===== config.mk =====
export PLATFORM = sky130hd
export DESIGN_NAME = qualidade_param
export DESIGN_NICKNAME = d
export VERILOG_FILES = /design/src/rtl/qualidade_pkg.sv /design/src/rtl/contador_sat.sv /design/src/rtl/qualidade_param.sv
export SDC_FILE = /design/constraint.sdc
export NUM_CORES = 1
export LEC_CHECK = 0
export CAP_MARGIN = 20
export CORE_UTILIZATION = 55
export DETAILED_ROUTE_END_ITERATION = 10
export HOLD_SLACK_MARGIN = 0.06
export MAX_ROUTING_LAYER = met4
export PLACE_DENSITY_LB_ADDON = 0.25
export SYNTH_ARGS = -nofsm -noshare
export SYNTH_HDL_FRONTEND = slang
export SYNTH_SLANG_ARGS = --single-unit

===== constraint.sdc =====
create_clock -name clk -period 3.1 [get_ports clk]
set_clock_uncertainty 0.1 [all_clocks]
set_input_delay 0.775 -clock clk [delete_from_list [all_inputs] [get_ports clk]]
set_output_delay 0.775 -clock clk [all_outputs]
set_load 0.02 [all_outputs]

===== src/rtl/qualidade_pkg.sv =====
// Shared types and LED codes for the colour-quality inspection station.
package qualidade_pkg;

    typedef enum logic [1:0] {
        REPOUSO,
        AVALIACAO,
        AVALIADO,
        ERRO
    } estado_t;

    localparam logic [1:0] LED_OFF      = 2'b00;
    localparam logic [1:0] LED_VERDE    = 2'b01;
    localparam logic [1:0] LED_VERMELHO = 2'b10;
    localparam logic [1:0] LED_ERRO     = 2'b11;

endpackage


===== src/rtl/contador_sat.sv =====
// Saturating up-counter with synchronous clear; reset and clear beat increment.
module contador_sat #(
    parameter int W = 8
) (
    input  logic         clk,
    input  logic         rst,
    input  logic         clr,
    input  logic         inc,
    output logic [W-1:0] q
);

    always_ff @(posedge clk) begin
        if (rst) begin
            q <= '0;
        end else if (clr) begin
            q <= '0;
        end else if (inc && (q != '1)) begin
            q <= q + W'(1);
        end
    end

endmodule


===== src/rtl/qualidade_param.sv =====
// Per-item colour inspection: majority vote over N_AMOSTRAS samples with a timeout,
// plus saturating approved/rejected/error statistics.
module qualidade_param
    import qualidade_pkg::*;
#(
    parameter int N_AMOSTRAS     = 3,
    parameter int TIMEOUT_CICLOS = 16,
    parameter int CNT_W          = 8
) (
    input  logic             clk,
    input  logic             rst,
    input  logic             presenca,
    input  logic             rgb,
    input  logic             rgb_valido,
    input  logic             clr_cnt,
    output logic [1:0]       leds,
    output logic             fim,
    output logic [CNT_W-1:0] cnt_aprov,
    output logic [CNT_W-1:0] cnt_reprov,
    output logic [CNT_W-1:0] cnt_erro
);

    localparam int AM_W = $clog2(N_AMOSTRAS + 1);
    localparam int TO_W = $clog2(TIMEOUT_CICLOS);
    localparam logic [AM_W-1:0] AM_ULT  = AM_W'(N_AMOSTRAS - 1);
    localparam logic [AM_W-1:0] MAIORIA = AM_W'(N_AMOSTRAS / 2);
    localparam logic [TO_W-1:0] TO_ULT  = TO_W'(TIMEOUT_CICLOS - 1);

    estado_t         estado, estado_nxt;
    logic [AM_W-1:0] amostras, amostras_nxt;
    logic [AM_W-1:0] uns, uns_nxt, uns_fim;
    logic [TO_W-1:0] tmo, tmo_nxt;
    logic [1:0]      leds_nxt;
    logic            fim_nxt;

    always_ff @(posedge clk) begin
        if (rst) begin
            estado   <= REPOUSO;
            amostras <= '0;
            uns      <= '0;
            tmo      <= '0;
            leds     <= LED_OFF;
            fim      <= 1'b0;
        end else begin
            estado   <= estado_nxt;
            amostras <= amostras_nxt;
            uns      <= uns_nxt;
            tmo      <= tmo_nxt;
            leds     <= leds_nxt;
            fim      <= fim_nxt;
        end
    end

    always_comb begin
        estado_nxt   = estado;
        amostras_nxt = amostras;
        uns_nxt      = uns;
        tmo_nxt      = tmo;
        leds_nxt     = leds;
        fim_nxt      = 1'b0;
        // ones count including the sample offered this cycle
        uns_fim      = uns + AM_W'(rgb);

        case (estado)
            REPOUSO: begin
                leds_nxt = LED_OFF;
                if (presenca) begin
                    estado_nxt   = AVALIACAO;
                    amostras_nxt = '0;
                    uns_nxt      = '0;
                    tmo_nxt      = '0;
                end
            end
            AVALIACAO: begin
                leds_nxt = LED_OFF;
                if (!presenca) begin
                    estado_nxt = REPOUSO;
                end else if (rgb_valido && (amostras == AM_ULT)) begin
                    // final sample outranks a coincident timeout
                    estado_nxt = AVALIADO;
                    fim_nxt    = 1'b1;
                    leds_nxt   = (uns_fim > MAIORIA) ? LED_VERDE : LED_VERMELHO;
                end else if (tmo == TO_ULT) begin
                    estado_nxt = ERRO;
                    fim_nxt    = 1'b1;
                    leds_nxt   = LED_ERRO;
                end else begin
                    tmo_nxt = tmo + TO_W'(1);
                    if (rgb_valido) begin
                        amostras_nxt = amostras + AM_W'(1);
                        uns_nxt      = uns_fim;
                    end
                end
            end
            AVALIADO, ERRO: begin
                if (!presenca) begin
                    estado_nxt = REPOUSO;
                    leds_nxt   = LED_OFF;
                end
            end
            default: begin
                estado_nxt = REPOUSO;
                leds_nxt   = LED_OFF;
            end
        endcase
    end

    logic inc_aprov, inc_reprov, inc_erro;
    assign inc_aprov  = fim && (leds == LED_VERDE);
    assign inc_reprov = fim && (leds == LED_VERMELHO);
    assign inc_erro   = fim && (leds == LED_ERRO);

    contador_sat #(.W(CNT_W)) u_cnt_aprov (
        .clk (clk),
        .rst (rst),
        .clr (clr_cnt),
        .inc (inc_aprov),
        .q   (cnt_aprov)
    );

    contador_sat #(.W(CNT_W)) u_cnt_reprov (
        .clk (clk),
        .rst (rst),
        .clr (clr_cnt),
        .inc (inc_reprov),
        .q   (cnt_reprov)
    );

    contador_sat #(.W(CNT_W)) u_cnt_erro (
        .clk (clk),
        .rst (rst),
        .clr (clr_cnt),
        .inc (inc_erro),
        .q   (cnt_erro)
    );

endmodule


== Word level (Yosys, flattened, before mapping) ==
Cells that the tools add are included.
Word-level totals
  flip-flop bits (word level): 37
  bits of input ports: 6
  output and inout port bits: 27
  logic and storage cells: 80
Cells by class
  $add $sub $neg: 6
  $lt $le $gt $ge: 1
  equal/unequal tests: 18
  muxes and demuxes: 29
  bitwise gates (word level): 2
  reductions and logical operators: 15
Operators with widths (count)
  2-to-1 mux 2 bit: 18
  adder 8 x 1 -> 8 bit, second input constant: 3
  != test 8 bit, second input constant: 3
  2-to-1 mux 4 bit: 4
  != test 2 bit, second input constant: 6
  one-hot mux 2 bit (3 select lines): 2
  == test 2 bit, second input constant: 5
  one-hot mux 2 bit (2 select lines): 2
  one-hot mux 4 bit (2 select lines): 1
  logical AND 1 bit: 7
  AND reduction 6 bit: 1
  AND reduction 5 bit: 1
  adder 4 x 1 -> 4 bit, second input constant: 1
  == test 2 x 1 -> 1 bit, second input constant: 2
  == test 4 bit, second input constant: 1
  != test 4 bit, second input constant: 1
  OR reduction 2 bit: 2
  AND reduction 3 bit: 1
  OR reduction 3 bit: 1
  adder 2 x 1 -> 2 bit: 1
  adder 2 x 1 -> 2 bit, second input constant: 1
  greater-than comparator 2 x 1 -> 1 bit, second input constant: 1
  logical NOT 2 bit: 1
  2-to-1 mux 1 bit: 2
  2 further kinds: 3

== Logic depth before layout (Yosys ltp) ==
  depth after elaboration: 6
  mapped depth: 6
  mapped depth without buffers: 6

== Modules after synthesis ==
A second synthesis with hierarchy kept.
Unflattened totals
  cell total of the unflattened synthesis: 217
  area total of the unflattened synthesis: 1955.6 um^2
Modules (own cells, without submodules)
  contador_sat: instances 3, cells an instance 47, area an instance 435.4 um^2
  qualidade_param: instances 1, cells an instance 76, area an instance 649.4 um^2

== Worst setup path after synthesis ==
OpenSTA, ideal clock, no wires.
  path type: in2reg
  start point: input port rst
  end point: register u_cnt_erro.q[6]
  library setup time: 86 ps
  arrival time: 1667 ps
  setup slack: 1247 ps
  cell stages on the path: 5
  path buffers: 3
  path through: clkbuf_1 > or2_2 > buf_2 > buf_2 > a211oi_1
Between the ends
  cells in the longest elaborated chain, start to end: 1
Ends and longest elaborated chain
  from (decl): line qualidade_param.sv:11  | input logic rst,
  OR reduction 2 bit (no line)
  to (signal assigned): line contador_sat.sv:18  | q <= q + W'(1);
  to (decl): line contador_sat.sv:9  | output logic [W-1:0] q
No other way between the ends.
A chain may end at the register's enable or synchronous reset.

== Final worst setup path ==
  start point: register leds[0]
  end point: output port leds[0]
RTL lines
  from (decl): line qualidade_param.sv:16  | output logic [1:0] leds,
  from (signal assigned): line qualidade_param.sv:49  | leds <= leds_nxt;
No word-level cell between the ends.

==> flow_summary.json <==
{
  "switching_share": 0.2215,
  "path_delay_family": "buffers and inverters",
  "clkTransAtPathRegs_ps": 110,
  "place_hpwl_um": 2702,
  "crit_path_max_incr_delay_ps": 660,
  "clk_latency_ps": 340,
  "async_flop_share": 0,
  "r2r_slack_ps": 1390,
  "drt_pre_antenna_iters": 4,
  "synth_top_family_by_area": "simple AND/OR/NAND/NOR gates",
  "stdcell_area_um2": 2198,
  "routedWlPerCell_um": 13.19,
  "rr_endpoint": "tmo[3]",
  "setup_viol": 0,
  "grt-ovfl-total": 0,
  "worst_slew_pin_slew_ps": 582.6,
  "postCtsHoldBufs": 0,
  "grt_pass1_wl_um": 6210,
  "nNetsFinal": 254,
  "whs_ps": 380.0,
  "rsz0062_at_grt": "false",
  "p_switching_w": 0.0001694,
  "drt-initial-drc-count": 88,
  "synth_top_area_share": 0.4123,
  "hold_path.class": "register to register",
  "leakagePower_nw": 0.7695,
  "crit_slowest_cell": "clkdlybuf4s50_1",
  "seq_area_frac_synth": 0.4123,
  "status": "finished, final reports clean",
  "met3_usage": 0.07860,
  "grt_pass1_vias": 1415,
  "yosys.area.top_type": "dfxtp_1",
  "synthAdderAreaFrac": 0.04178,
  "grt_util_met2": 0.3231,
  "multi_input_area_um2": 1001,
  "path_buf_inv": 1,
  "cp-start-kind": "register",
  "top_usage_layer": "met1",
  "synth_edf_count": 0,
  "vias_per_cell": 5.955,
  "dieArea_um2": 3499,
  "grtUsageTotal": 0.2448,
  "h-tree-depth": 2,
  "post-cts-setup-buffers": 0,
  "yosys_register_bits": 37,
  "post-route-period-util": 0.7651,
  "num_vias": 1703,
  "grt_util_met1": 0.3438,
  "slew_headroom": 0.6102,
  "cellPowerDensity_nw_per_um2": 347.9,
  "gp_congestion": 0.8847,
  "worst-setup-path-type": "register to primary output",
  "pwr-share-seq": 0.627,
  "ys_warn_count": 0,
  "whs_path_depth": 2,
  "wl_um": 3771,
  "final_layout_size_suffix_gt1_frac": 0.05785,
  "final-seq-area_um2": 740.7,
  "yosysMostFrequentCell": "dfxtp_1",
  "power.internal_w": 0.0005953,
  "avgSynthCellArea_um2": 8.597,
  "post_cts_resize_count": 0,
  "regToRegStartpoint": "amostras[0]",
  "synth.area.mux_share": 0.005571,
  "num_rows": 20,
  "crit_arrival_ps": 1500,
  "port_buffers": 32,
  "synthCells": 209,
  "fin_crit_ps": 2372,
  "synth-compound-area-share": 0.1936,
  "required_ps": 2220,
  "synthTopCellsByCount": "dfxtp_1, nand2_1, nor2_1, o21ai_0",
  "fmax_mhz": 421.6,
  "cts_buffers": 5,
  "cts_sinks": 37,
  "maxCapViolCount": 0,
  "synth-simple-area-share": 0.2869,
  "irDropWorstVdd_v": 0.0003265,
  "fill_cells": 282,
  "drcViolationCount": 0,
  "n_antenna_cell": 0,
  "die_height_um": 59.16,
  "end_kind": "primary output",
  "crit_chain": "clkdlybuf4s50_1",
  "die_w_um": 59.16,
  "cts_tree": "done",
  "synth_xor_area_frac": 0.02925,
  "whs_endpoint": "amostras[1]",
  "synthesis.nets": 221,
  "synth_area_leaders": "dfxtp_1, nand2_1, ha_1, a31oi_1, o21ai_0",
  "clk_path_buf_depth": 2,
  "synth_ff_type": "dfxtp_1",
  "synth_cell_types": 44,
  "tns_ps": 0,
  "crit_fanout": 8,
  "syn_area_um2": 1797,
  "clock_power_share": 0.336,
  "area_growth_pct": 22.35,
  "r2r_cells": 5,
  "ant_nets": 0,
  "grt_max_degree": 18,
  "cts_root_buf": "clkbuf_4",
  "combPwrFrac": 0.037,
  "finalHoldViolCount": 0,
  "io_pins": 33,
  "core_area_um2": 3078,
  "antenna_found_initial": 0,
  "slew_violations": 0,
  "start_util": 0.5837,
  "place_area_um2": 2143,
  "min_from": "amostras[1]"
}
## sequential cells by signal, summed over array words and instances (netlist names)
signal / count
fim: 1
leds: 2
uns: 2
u_cnt_erro.q: 8
amostras: 2
estado: 2
u_cnt_aprov.q: 8
tmo: 4
u_cnt_reprov.q: 8
## cell families (layout without fill, tap and decap cells)
group / after synthesis / after routing
and+or+nand+nor: 94 / 94
AOI/OAI and AO/OA: 52 / 52
DFF: 37 / 37
buffers and inverters: 13 / 46
adders and majority gates: 6 / 6
xor gates and xnor gates: 6 / 6
muxes: 1 / 1
## through the flow
step | std cells | utilization | setup slack (ps) | power (W)
after floorplan | 209 | - | 1247 | 0.0005070
final | 286 | 0.7142 | 728.2 | 0.0007647
after CTS | 286 | 0.7142 | 730.9 | 0.0007701
after global placement | 279 | 0.6963 | 720.6 | 0.0005181
after global routing | 286 | 0.7142 | 657.3 | 0.0008007
after detailed placement | 279 | 0.6963 | 683.7 | 0.0005182
## per-layer routing
metal	wire length [um]	vias to the layer above
li1	-	854
met1	1928	786
met2	1527	57
met3	267	6
met4	48	0
met5	0	-
## final cells by class
class / instances / share of cell area
multi-input cells: 159 / 0.4553
flip-flops and latches: 37 / 0.3369
repair buffers: 32 / 0.1457
clock buffers: 7 / 0.02504
well taps: 44 / 0.02504
inverters: 7 / 0.01195
## power groups by stage
stage / registers [W] / logic (W) / clock network (W)
after global placement: 0.000490 / 0.0000278 / 0
after detailed placement: 0.000490 / 0.0000278 / 0
after CTS: 0.000479 / 0.0000280 / 0.000263
final: 0.000480 / 0.0000280 / 0.000257
after floorplan: 0.000489 / 0.0000184 / 0
after global routing: 0.000480 / 0.0000316 / 0.000289
## layout by cell type (no fill, tap or decap), types with 2 or more instances in the layout
master	synthesis	routed
dfxtp_1	37	37
o21ai_0	12	12
nand4_1	6	6
nand3b_1	2	2
nor2_1	12	12
ha_1	6	6
a32o_1	3	3
clkdlybuf4s50_1	0	32
a21o_1	2	2
and4_1	4	4
or2_2	3	3
a21oi_1	9	9
and3_1	6	6
nand3_1	11	11
o311ai_0	2	2
nor3_1	11	11
xor2_1	5	5
nand2b_1	4	4
a31oi_1	11	11
and3b_1	2	2
nand2_1	22	22
inv_1	7	7
or3_1	2	2
clkbuf_4	0	5
nor2b_1	2	2
a31o_2	2	2
a211oi_1	4	4
## worst max-delay path by stage
| stage | start | end | slack, ps | cells past startpoint |
|---|---|---|---|---|
| floorplan | rst | u_cnt_erro.q[6] | 1250 | 5 |
| global placement | presenca | tmo[3] | 720 | 5 |
| detailed placement | rst | u_cnt_aprov.q[7] | 680 | 5 |
| CTS | leds[0] | leds[0] | 730 | 1 |
| global route | u_cnt_erro.q[2] | cnt_erro[2] | 660 | 1 |
| finish | leds[0] | leds[0] | 730 | 1 |
Note: power is estimated with default switching activity, not from simulation.
